**src/rtl/divergence_scheduler_if.sv**
```systemverilog
// ---------------------------------------------------------------------------
// divergence_scheduler_if : fetch/update handshake of the SIMT divergence unit
// Revision: 1.0
// ---------------------------------------------------------------------------
`default_nettype none

interface divergence_scheduler_if #(
  parameter int THREADS_PER_BLOCK = 4,
  parameter int PC_BITS           = 8
);
  localparam int TCW = $clog2(THREADS_PER_BLOCK) + 1;

  logic                                 start;
  logic [TCW-1:0]                       thread_count;
  logic                                 update;
  logic                                 ret;
  logic [THREADS_PER_BLOCK*PC_BITS-1:0] next_pc;
  logic [PC_BITS-1:0]                   current_pc;
  logic [THREADS_PER_BLOCK-1:0]         active_mask;
  logic                                 pc_valid;
  logic                                 diverged;
  logic                                 done;

  modport master (
    output start, thread_count, update, ret, next_pc,
    input  current_pc, active_mask, pc_valid, diverged, done
  );

  modport slave (
    input  start, thread_count, update, ret, next_pc,
    output current_pc, active_mask, pc_valid, diverged, done
  );
endinterface

`default_nettype wire

```
**src/rtl/divergence_scheduler.sv**
```systemverilog
// ---------------------------------------------------------------------------
// divergence_scheduler : per-thread PCs, min-PC fetch selection, active mask
// Revision: 1.0
// ---------------------------------------------------------------------------
`default_nettype none

module divergence_scheduler #(
  parameter int THREADS_PER_BLOCK = 4,
  parameter int PC_BITS           = 8
) (
  input  logic                    clk,
  input  logic                    reset,
  divergence_scheduler_if.slave   bus
);
  localparam int TCW = $clog2(THREADS_PER_BLOCK) + 1;

  typedef enum logic [1:0] {
    S_IDLE   = 2'd0,
    S_SELECT = 2'd1,
    S_READY  = 2'd2,
    S_DONE   = 2'd3
  } state_t;

  state_t                       state_q, state_d;
  logic [PC_BITS-1:0]           pc_q [THREADS_PER_BLOCK];
  logic [PC_BITS-1:0]           pc_d [THREADS_PER_BLOCK];
  logic [THREADS_PER_BLOCK-1:0] live_q, live_d;
  logic [PC_BITS-1:0]           cur_pc_q, cur_pc_d;
  logic [THREADS_PER_BLOCK-1:0] mask_q, mask_d;
  logic [PC_BITS-1:0]           w_min;
  logic [TCW-1:0]               w_tc;

  assign w_tc = (bus.thread_count > TCW'(THREADS_PER_BLOCK)) ? TCW'(THREADS_PER_BLOCK)
                                                             : bus.thread_count;

  always_comb begin
    w_min = '1;
    for (int i = 0; i < THREADS_PER_BLOCK; i++) begin
      if (live_q[i] && (pc_q[i] < w_min)) w_min = pc_q[i];
    end
  end

  always_comb begin
    state_d  = state_q;
    pc_d     = pc_q;
    live_d   = live_q;
    cur_pc_d = cur_pc_q;
    mask_d   = mask_q;
    case (state_q)
      S_IDLE, S_DONE: begin
        if (bus.start) begin
          for (int i = 0; i < THREADS_PER_BLOCK; i++) begin
            pc_d[i]   = '0;
            live_d[i] = (TCW'(i) < w_tc);
          end
          state_d = (w_tc == '0) ? S_DONE : S_SELECT;
        end
      end
      S_SELECT: begin
        // every live thread tied at the minimum PC runs together
        cur_pc_d = w_min;
        for (int i = 0; i < THREADS_PER_BLOCK; i++) begin
          mask_d[i] = live_q[i] && (pc_q[i] == w_min);
        end
        state_d = S_READY;
      end
      S_READY: begin
        if (bus.update) begin
          for (int i = 0; i < THREADS_PER_BLOCK; i++) begin
            if (mask_q[i]) begin
              if (bus.ret) live_d[i] = 1'b0;
              else         pc_d[i]   = bus.next_pc[i*PC_BITS +: PC_BITS];
            end
          end
          state_d = (live_d == '0) ? S_DONE : S_SELECT;
        end
      end
      default: state_d = S_IDLE;
    endcase
  end

  always_ff @(posedge clk or posedge reset) begin
    if (reset) begin
      state_q  <= S_IDLE;
      pc_q     <= '{default: '0};
      live_q   <= '0;
      cur_pc_q <= '0;
      mask_q   <= '0;
    end else begin
      state_q  <= state_d;
      pc_q     <= pc_d;
      live_q   <= live_d;
      cur_pc_q <= cur_pc_d;
      mask_q   <= mask_d;
    end
  end

  assign bus.current_pc  = cur_pc_q;
  assign bus.active_mask = mask_q;
  assign bus.pc_valid    = (state_q == S_READY);
  assign bus.done        = (state_q == S_DONE);
  assign bus.diverged    = (state_q == S_READY) && (mask_q != live_q);

endmodule

`default_nettype wire

```
**src/flat_wrapper.sv**
```systemverilog
// flat-port wrapper written by rule: the top's interface ports become plain ports
module divergence_scheduler_flat 
#(
  parameter int THREADS_PER_BLOCK = 4,
  parameter int PC_BITS           = 8
)
  (clk, reset, bus_start, bus_thread_count, bus_update, bus_ret, bus_next_pc, bus_current_pc, bus_active_mask, bus_pc_valid, bus_diverged, bus_done);
  divergence_scheduler_if #(.THREADS_PER_BLOCK(THREADS_PER_BLOCK), .PC_BITS(PC_BITS)) bus_i ();
  input  logic clk;
  input  logic reset;
  input wire logic [$bits(bus_i.start)-1:0] bus_start;
  input wire logic [$bits(bus_i.thread_count)-1:0] bus_thread_count;
  input wire logic [$bits(bus_i.update)-1:0] bus_update;
  input wire logic [$bits(bus_i.ret)-1:0] bus_ret;
  input wire logic [$bits(bus_i.next_pc)-1:0] bus_next_pc;
  output wire logic [$bits(bus_i.current_pc)-1:0] bus_current_pc;
  output wire logic [$bits(bus_i.active_mask)-1:0] bus_active_mask;
  output wire logic [$bits(bus_i.pc_valid)-1:0] bus_pc_valid;
  output wire logic [$bits(bus_i.diverged)-1:0] bus_diverged;
  output wire logic [$bits(bus_i.done)-1:0] bus_done;
  assign bus_i.start = bus_start;
  assign bus_i.thread_count = bus_thread_count;
  assign bus_i.update = bus_update;
  assign bus_i.ret = bus_ret;
  assign bus_i.next_pc = bus_next_pc;
  assign bus_current_pc = bus_i.current_pc;
  assign bus_active_mask = bus_i.active_mask;
  assign bus_pc_valid = bus_i.pc_valid;
  assign bus_diverged = bus_i.diverged;
  assign bus_done = bus_i.done;
  divergence_scheduler #(.THREADS_PER_BLOCK(THREADS_PER_BLOCK), .PC_BITS(PC_BITS)) u_core (.clk(clk), .reset(reset), .bus(bus_i));
endmodule
```
**config.mk**
```make
export PLATFORM = sky130hd
export DESIGN_NAME = divergence_scheduler_flat
export DESIGN_NICKNAME = d
export VERILOG_FILES = /design/src/rtl/divergence_scheduler_if.sv /design/src/rtl/divergence_scheduler.sv /design/src/flat_wrapper.sv
export SDC_FILE = /design/constraint.sdc
export NUM_CORES = 1
export LEC_CHECK = 0
export CORE_UTILIZATION = 57
export DETAILED_ROUTE_END_ITERATION = 6
export GPL_TIMING_DRIVEN = 0
export PLACE_DENSITY = 0.84
export SLEW_MARGIN = 20
export SYNTH_ARGS = -nofsm -noshare
export SYNTH_HDL_FRONTEND = slang
export SYNTH_SLANG_ARGS = --single-unit
```
**constraint.sdc**
```tcl
create_clock -name clk -period 21.8 [get_ports clk]
set_clock_uncertainty 0.05 [all_clocks]
set_input_delay 3.27 -clock clk [delete_from_list [all_inputs] [get_ports clk]]
set_output_delay 3.27 -clock clk [all_outputs]
set_load 0.01 [all_outputs]
```
== Word-level counts from Yosys, hierarchy flattened ==
Index checks and enable logic that the tools add are counted.

* Add/sub/neg operators: 0
* Multiply operators: 0
* Divide/modulo/power cells: 0
* Order comparisons: 9
* Eq/ne operators: 15
* Shift operators: 0
* Muxes and demuxes: 40
* Bitwise operators: 0
* Reductions and logical operators: 20

{| class="wikitable"
|+ Operator list
! kind !! count
|-
| two-way mux 8 bit || 12
|-
| two-way mux 32 bit || 2
|-
| one-hot mux 32 bit (2 select lines) || 1
|-
| == test 8 bit || 4
|-
| < comparator 8 bit || 3
|-
| AND reduction 5 bit || 4
|-
| two-way mux 1 bit || 16
|-
| logical AND 1 bit || 9
|-
| < comparator 8 bit (second input constant) || 1
|-
| two-way mux 2 bit || 4
|-
| two-way mux 4 bit || 2
|-
| inequality test 2 x 1 -> 1 bit (second input constant) || 4
|-
| one-hot mux 4 bit (2 select lines) || 1
|-
| < comparator 1 x 3 -> 1 bit (first input constant) || 2
|-
| < comparator 2 x 3 -> 1 bit (first input constant) || 2
|-
| inequality test 2 bit (second input constant) || 3
|-
| one-hot mux 2 bit (3 select lines) || 1
|-
| == test 2 bit (second input constant) || 2
|-
| logical NOT 4 bit || 1
|-
| inequality test 4 bit || 1
|-
| > comparator 3 bit (second input constant) || 1
|-
| logical NOT 3 bit || 1
|-
| two-way mux 3 bit || 1
|-
| AND reduction 3 bit || 1
|-
| other kinds (5) || 5
|}

* Bits in registers: 50
* Bits in latches: 0
* Bits in writable memories: 0
* Memory bits (read-only): 0
* Bits of input ports: 40
* Output and inout port bits: 15
* Logic and storage cells: 92
* Memories: 0

== Depth between registers and ports, before layout ==
Gate-level depths: netlist of the first run.

* Word-level depth: 14
* Gate-level depth with buffers: 32
* Depth with buffers taken out: 27

== Worst setup path after synthesis of the first run ==
OpenSTA, ideal clock, no wires.

* Path type: reg-to-reg
* Start point: register u_core.live_q[0]
* End point: register u_core.mask_q[0], in the netlist u_core.bus.active_mask[0]
* Data arrival time: 7.629 ns
* Data required time: 21.646 ns
* Slack: 14.018 ns
* Stages on the path, launching flop included: 32
* Buffers on the path: 4
* Period minus slack after synthesis: 7.782 ns
* Path through: dfrtp_1 > clkbuf_1 > nor2b_1 > ha_1 > nand4_1 > a2111o_1 > nor3_2 > or2_1 > buf_2 > clkbuf_1 > nor2_1 > a21oi_1 > inv_1 > ha_1 > nand2_1 > a21oi_1 > a2111oi_0 > o31ai_2 > or2_1 > buf_6 > mux2_2 > ha_1 > a211oi_1 > o21ai_0 > nor4_1 > nand2_1 > o31ai_1 > a31oi_4 > mux2i_1 > a221o_1 > or4_1 > o41ai_2

* Word-level cells in the longest chain between the ends: 13

{| class="wikitable"
|+ Ends and longest elaborated chain
! what !! line !! text
|-
| start, declared || divergence_scheduler.sv:27 || <nowiki>logic [THREADS_PER_BLOCK-1:0] live_q, live_d;</nowiki>
|-
| start signal, assigned || divergence_scheduler.sv:92 || <nowiki>live_q <= live_d;</nowiki>
|-
| logical AND 1 bit || divergence_scheduler.sv:39 || <nowiki>if (live_q[i] && (pc_q[i] < w_min)) w_min = pc_q[i];</nowiki>
|-
| two-way mux 8 bit || divergence_scheduler.sv:39 ||
|-
| < comparator 8 bit || divergence_scheduler.sv:39 ||
|-
| logical AND 1 bit || divergence_scheduler.sv:39 ||
|-
| two-way mux 8 bit || divergence_scheduler.sv:39 ||
|-
| < comparator 8 bit || divergence_scheduler.sv:39 ||
|-
| logical AND 1 bit || divergence_scheduler.sv:39 ||
|-
| two-way mux 8 bit || divergence_scheduler.sv:39 ||
|-
| < comparator 8 bit || divergence_scheduler.sv:39 ||
|-
| logical AND 1 bit || divergence_scheduler.sv:39 ||
|-
| two-way mux 8 bit || divergence_scheduler.sv:39 ||
|-
| == test 8 bit || divergence_scheduler.sv:63 || <nowiki>mask_d[i] = live_q[i] && (pc_q[i] == w_min);</nowiki>
|-
| logical AND 1 bit (*) || divergence_scheduler.sv:63 ||
|-
| end signal, assigned || divergence_scheduler.sv:94 || <nowiki>mask_q <= mask_d;</nowiki>
|-
| end, declared || divergence_scheduler.sv:29 || <nowiki>logic [THREADS_PER_BLOCK-1:0] mask_q, mask_d;</nowiki>
|}

Mark *: on every way between the ends. The rest lies on a longest branch, timed or not.
A chain may end at the register's enable or synchronous reset.

== Final worst setup path of the first run ==
* Start point: register u_core.live_q[0]
* End point: register u_core.mask_q[1], in the netlist u_core.bus.active_mask[1]

* Word-level cells in the longest chain between the ends: 13

{| class="wikitable"
|+ Ends and longest elaborated chain
! what !! line
|-
| logical AND 1 bit (*) || divergence_scheduler.sv:39
|-
| two-way mux 8 bit (*) || divergence_scheduler.sv:39
|-
| < comparator 8 bit || divergence_scheduler.sv:39
|-
| logical AND 1 bit || divergence_scheduler.sv:39
|-
| two-way mux 8 bit (*) || divergence_scheduler.sv:39
|-
| < comparator 8 bit || divergence_scheduler.sv:39
|-
| logical AND 1 bit || divergence_scheduler.sv:39
|-
| two-way mux 8 bit (*) || divergence_scheduler.sv:39
|-
| < comparator 8 bit || divergence_scheduler.sv:39
|-
| logical AND 1 bit || divergence_scheduler.sv:39
|-
| two-way mux 8 bit (*) || divergence_scheduler.sv:39
|-
| == test 8 bit (*) || divergence_scheduler.sv:63
|-
| logical AND 1 bit (*) || divergence_scheduler.sv:63
|}

Marked as above.

==> flow_summary.json, run 1 <==
{
  "cts.path.max_buffers": 2,
  "criticalPathCategory": "flop to flop",
  "finalMaxSlewViolations": 0,
  "drc": 0,
  "cts_sinks": 50,
  "nets": 564,
  "ctsResizeCount": 0,
  "die_w_um": 82.09,
  "hold_end": "u_core.bus.current_pc[6]",
  "worstPathArrival_ps": 9710,
  "syn_nets": 502,
  "clockRootBuffer": "clkbuf_8",
  "min_from": "u_core.bus.current_pc[6]",
  "slowest_delay_ps": 870,
  "final_cell_mix": "nand2_1, clkdlybuf4s50_1, dfrtp_1",
  "ys_ff_latch": 50,
  "timing_hold_violations_final": 0,
  "netlist_instances": 441,
  "power_mw": 0.7909,
  "layout_commonest_cell": "nand2_1",
  "rrSetupSlack_ps": 12240,
  "clk_pin_slew_ps": 100,
  "critPathLaunch": "u_core.live_q[0]",
  "synth_area_leader_cell": "dfrtp_1",
  "regToRegEndpoint": "u_core.bus.active_mask[1]",
  "synthesis.area_sq_mm": 0.003656,
  "initial_core_util_pct": 60.32,
  "finalCritPeriodShare_pct": 43.83,
  "cts_setup_buffers": 0,
  "min_path_cells": 2,
  "worstPathMaxFanout": 10,
  "yosys.cell_types.count": 62,
  "die_area_sq_mm": 0.006738,
  "status": "finished, final reports clean",
  "tns_ps": 0,
  "rsz0062_at_grt": "false",
  "drtAntennaViolNets": 0,
  "holdWs_ps": 477.6,
  "min_period_ps": 9556,
  "finalWeightedCongestion": 0.9453,
  "async_reset_ff_share_pct": 100.0,
  "grt_max_degree": 27,
  "vias": 3529,
  "critPathLaunchType": "flop",
  "synth.area.top_cells": "dfrtp_1, nand2_1, ha_1",
  "die_h_um": 82.09,
  "post-dp-hpwl_mm": 8.234,
  "first_pass_iters": 5,
  "seq_area_frac_synth_pct": 34.22,
  "peakVddDrop_uv": 111.6,
  "synth_top_area_share_pct": 34.22,
  "port_buffers": 54,
  "hold_buffers": 0,
  "grt-ovfl-total": 0,
  "r2r-start": "u_core.live_q[0]",
  "initialDrtViolationCount": 282,
  "num_rows": 28,
  "htreeDepth": 2,
  "coreArea_sq_mm": 0.006061,
  "timing.fmax_mhz": 104.7,
  "yosysWarningCount": 0,
  "wire_per_inst_um": 18.30,
  "clk_latency_ps": 310,
  "ys.flop_type": "dfrtp_1",
  "leakage_nw": 1.904,
  "end_kind": "flop",
  "avgSynthCellArea_sq_um": 8.290,
  "r2r_cells": 31,
  "synth_edf_count": 0,
  "worst_pin_slew_ps": 1007,
  "max_slew_margin_pct": 31.14,
  "crit_path_top_delay_cell": "a2111oi_0",
  "drive_above_1_share_pct": 5.556,
  "vias_per_cell": 6.095,
  "cap_violations": 0,
  "grt_pass1_vias": 3369,
  "diodes": 0,
  "grt_usage_pct": 33.79,
  "min_path_type": "flop to flop",
  "routed_wl_mm": 10.60,
  "io-pin-count": 55,
  "antenna_found_initial": 0,
  "p_per_area_mw_per_mm2": 179.4,
  "grt_pass1_wl_mm": 16.93,
  "syn_to_final_growth_pct": 20.60,
  "cts_buffers": 5,
  "finalSetupViolCount": 0,
  "cts_tree": "done",
  "required_ps": 21960
}
==> worst max path at each step <==
stage	cells after the start	endpoint	slack [ps]
after floorplan	31	u_core.bus.active_mask[0]	14020
after global placement	31	u_core.bus.active_mask[1]	12740
after detailed placement	31	u_core.bus.active_mask[1]	12480
after CTS	31	u_core.bus.active_mask[1]	12420
after global routing	31	u_core.bus.active_mask[0]	11670
final	31	u_core.bus.active_mask[1]	12240
==> per-stage QoR <==
stage | cells | utilization (%) | area, sq um | setup slack [ps]
2_1_floorplan | 441 | - | 3656 | 14020
3_3_place_gp | 570 | 70.79 | 4290 | 12740
3_5_place_dp | 571 | 71.24 | 4318 | 12480
4_1_cts | 579 | 72.75 | 4409 | 12420
5_1_grt | 579 | 72.75 | 4409 | 11670
6_report | 579 | 72.75 | 4409 | 12240
==> cell families after synthesis <==
group           share of synthesized area [%]
simple gates                            17.90
compound gates                          23.48
flops                                   34.22
buf+inv                                 5.236
xor+xnor                                5.989
fa+ha+maj                               7.461
mux                                     5.715
==> sequential cells by signal, summed over array words and instances, names as in the netlist <==
signal                  flops
u_core.state_q              2
u_core.live_q               4
u_core.pc_q                32
u_core.bus.active_mask      4
u_core.bus.current_pc       8
==> layer usage <==
layer,track usage [%],vias up,part of all wire (%)
li1,-,1686,-
met1,45.19,1647,44
met2,54.21,170,46
met3,5.889,26,6.9
met4,12.46,0,2.6
met5,0,-,0
==> critical path, delay by kind of cell (launching register included) <==
kind | cells | cell delay [ps]
multiplexers | 1 | 360
AND/OR/NAND/NOR | 10 | 2700
buffers and inverters | 6 | 1530
adder cells (fa/ha/maj) | 3 | 840
AO/OA/AOI/OAI | 11 | 3510
flip-flops | 1 | 450
==> synth_stat cells (3+ instances only) <==
cell type,n
o211ai_1,3
nand3_1,5
inv_1,28
mux2_2,7
clkbuf_1,14
nand2b_1,5
o2111ai_1,3
a21oi_1,28
nand2_1,87
o21ai_1,6
nor3_1,5
or4_1,3
o211a_1,3
o31ai_1,3
nor2_1,12
nor2b_1,8
buf_2,3
nand4_1,3
and3_1,4
or3_1,3
ha_1,21
xnor2_1,18
o22ai_1,7
o21ai_0,47
mux2i_1,13
xor2_1,7
dfrtp_1,50
==> cell type report <==
class                           count  area, sq um
Inverter                           30        112.6
Fill cell                         510         1652
Timing Repair Buffer               55        568.0
Tap cell                           75        93.84
Multi-Input combinational cell    343         2213
Sequential cell                    50         1251
Clock inverter                      1        5.005
Clock buffer                        7        86.33
Buffer                             18        78.83
==> report_power, final <==
group / internal, mW / switching (mW)
logic: 0.220 / 0.335
clock network: 0.0257 / 0.0331
registers: 0.128 / 0.0487
(Power assumes the default switching activity.)
==> inputs of run 2 (changes only) <==
Settings changed: CORE_UTILIZATION 57 to 55, PLACE_DENSITY 0.84 to 0.81.
Clock period 21.8 ns to 9 ns, I/O delays scaled along.
==> run 2 against run 1 <==
Net effect: non-clock buffer count did not move; count of clock-buffer cells in the layout unchanged; design area grew 0.77%; wire length shrank 2.7%; utilization down 3.2 points; setup slack worse by 12000 ps; critical path type unchanged; largest cell class unchanged.
==> flow_summary.json, run 2 (synthesis gave the netlist of run 1 again) <==
{
  "finalSetupViolCount": 0,
  "r2r_cells": 31,
  "cts_setup_buffers": 0,
  "die_area_sq_mm": 0.006977,
  "finalWeightedCongestion": 0.9593,
  "grt_pass1_wl_mm": 16.93,
  "initialDrtViolationCount": 374,
  "crit_path_top_delay_cell": "or4_1",
  "finalMaxSlewViolations": 0,
  "grt_max_degree": 31,
  "vias_per_cell": 6.122,
  "cpMostUsedCell": "ha_1",
  "syn_to_final_growth_pct": 21.53,
  "timing_hold_violations_final": 0,
  "required_ps": 9150,
  "nets": 564,
  "slowest_delay_ps": 520,
  "diodes": 0,
  "cts_buffers": 5,
  "timing.fmax_mhz": 119.1,
  "leakage_nw": 1.912,
  "utilization_pct": 69.57,
  "worstPathArrival_ps": 8550,
  "status": "finished, final reports clean",
  "wire_per_inst_um": 17.74,
  "htreeDepth": 2,
  "layout_commonest_cell": "nand2_1",
  "initial_core_util_pct": 57.25,
  "first_pass_iters": 5,
  "max_flop_register": "u_core.pc_q",
  "antenna_found_initial": 0,
  "post-place-ws_ps": -75.20,
  "min_path_type": "flop to flop",
  "largest_reg_flops": 32,
  "clockRootBuffer": "clkbuf_8",
  "min_from": "u_core.bus.current_pc[7]",
  "drc": 0,
  "grt-ovfl-total": 0,
  "drive_above_1_share_pct": 6.548,
  "p_per_area_mw_per_mm2": 437.5,
  "cap_violations": 0,
  "die_h_um": 83.53,
  "regToRegEndpoint": "u_core.bus.active_mask[1]",
  "r2r-start": "u_core.live_q[0]",
  "worst_pin_slew_ps": 649.3,
  "die_w_um": 83.53,
  "num_rows": 29,
  "cts_sinks": 50,
  "holdWs_ps": 473.4,
  "clk_latency_ps": 300,
  "final_cell_mix": "nand2_1, clkdlybuf4s50_1, dfrtp_1",
  "post-dp-hpwl_mm": 7.922,
  "cts_tree": "done",
  "peakVddDrop_uv": 275.4,
  "grt_pass1_vias": 3392,
  "drtAntennaViolNets": 0,
  "rrSetupSlack_ps": 610,
  "max_slew_margin_pct": 56.71,
  "routed_wl_mm": 10.31,
  "criticalPathCategory": "flop to flop",
  "hold_end": "u_core.bus.current_pc[7]",
  "worstPathMaxFanout": 10,
  "critPathLaunchType": "flop",
  "io-pin-count": 55,
  "coreArea_sq_mm": 0.006386,
  "clk_pin_slew_ps": 90,
  "cts.path.max_buffers": 2,
  "min_path_cells": 2,
  "end_kind": "flop",
  "port_buffers": 54,
  "finalCritPeriodShare_pct": 93.26,
  "setup_slack_ps": 606.4,
  "grt_usage_pct": 30.70,
  "min_period_ps": 8394,
  "vias": 3557
}
run 2: cell count changes in the layout (fill, tap and decap cells not counted), sizes merged:
cell    before  now
bufinv       0    1
clkinv       2    1
run 2: area by class of cell:
class | instances | area (sq um)
multi-input combinational | 343 | 2235
fill | 564 | 1943
sequential | 50 | 1251
timing repair buffer | 55 | 560.5
inverter | 30 | 112.6
tap | 77 | 96.34
buffer | 18 | 81.33
clock buffer | 7 | 76.32
clock inverter | 1 | 30.03
run 2: power by group:
group | leakage [nW] | internal, mW | total, mW | switching, mW
sequential | 0.665 | 0.309 | 0.426 | 0.117
clock | 0.0524 | 0.0834 | 0.159 | 0.0761
combinational | 1.19 | 0.542 | 1.36 | 0.817
run 2: worst max-delay path by stage:
stage	start	endpoint	cells past startpoint	slack, ps
after detailed placement	u_core.live_q[0]	u_core.bus.active_mask[0]	31	-80
after global routing	u_core.live_q[0]	u_core.bus.active_mask[1]	31	-80
after global placement	u_core.live_q[0]	u_core.bus.active_mask[1]	31	-20
after CTS	u_core.live_q[0]	u_core.bus.active_mask[1]	31	80
after floorplan	u_core.live_q[0]	u_core.bus.active_mask[0]	31	1220
final	u_core.live_q[0]	u_core.bus.active_mask[1]	31	610
run 2: critical path, delay by kind of cell (launching register included):
kind	cells	cell delay (ps)
multiplexers	2	600
AND/OR/NAND/NOR	10	2280
buffers and inverters	5	1010
AO/OA/AOI/OAI	11	3040
flip-flops	1	470
adder cells (fa/ha/maj)	3	810
run 2: through the flow:
step                      cell area, sq um  instances  total power [mW]  setup TNS [ps]
after CTS                             4420        581             1.906               0
after global placement                4293        572             1.706          -16.35
final                                 4443        581             1.944               0
after floorplan                       3656        441             1.346               0
after detailed placement              4313        573             1.736          -142.3
after global routing                  4443        581             2.095          -151.6
run 2: repair_timing:
item | CTS | global route
hold buffers | 0 | 0
endpoints found under the hold margin | 0 | 0
resized for setup | 1 | 8
endpoints found under the setup margin | 3 | 7
pin swaps | 0 | 1
run 2: routing by layer:
metal	track usage (%)	share of wire (%)	vias up
met3	4.847	7.7	25
met5	0	0	-
met4	10.63	3.1	0
met1	42.77	44	1675
met2	48.73	45	175
li1	-	-	1682
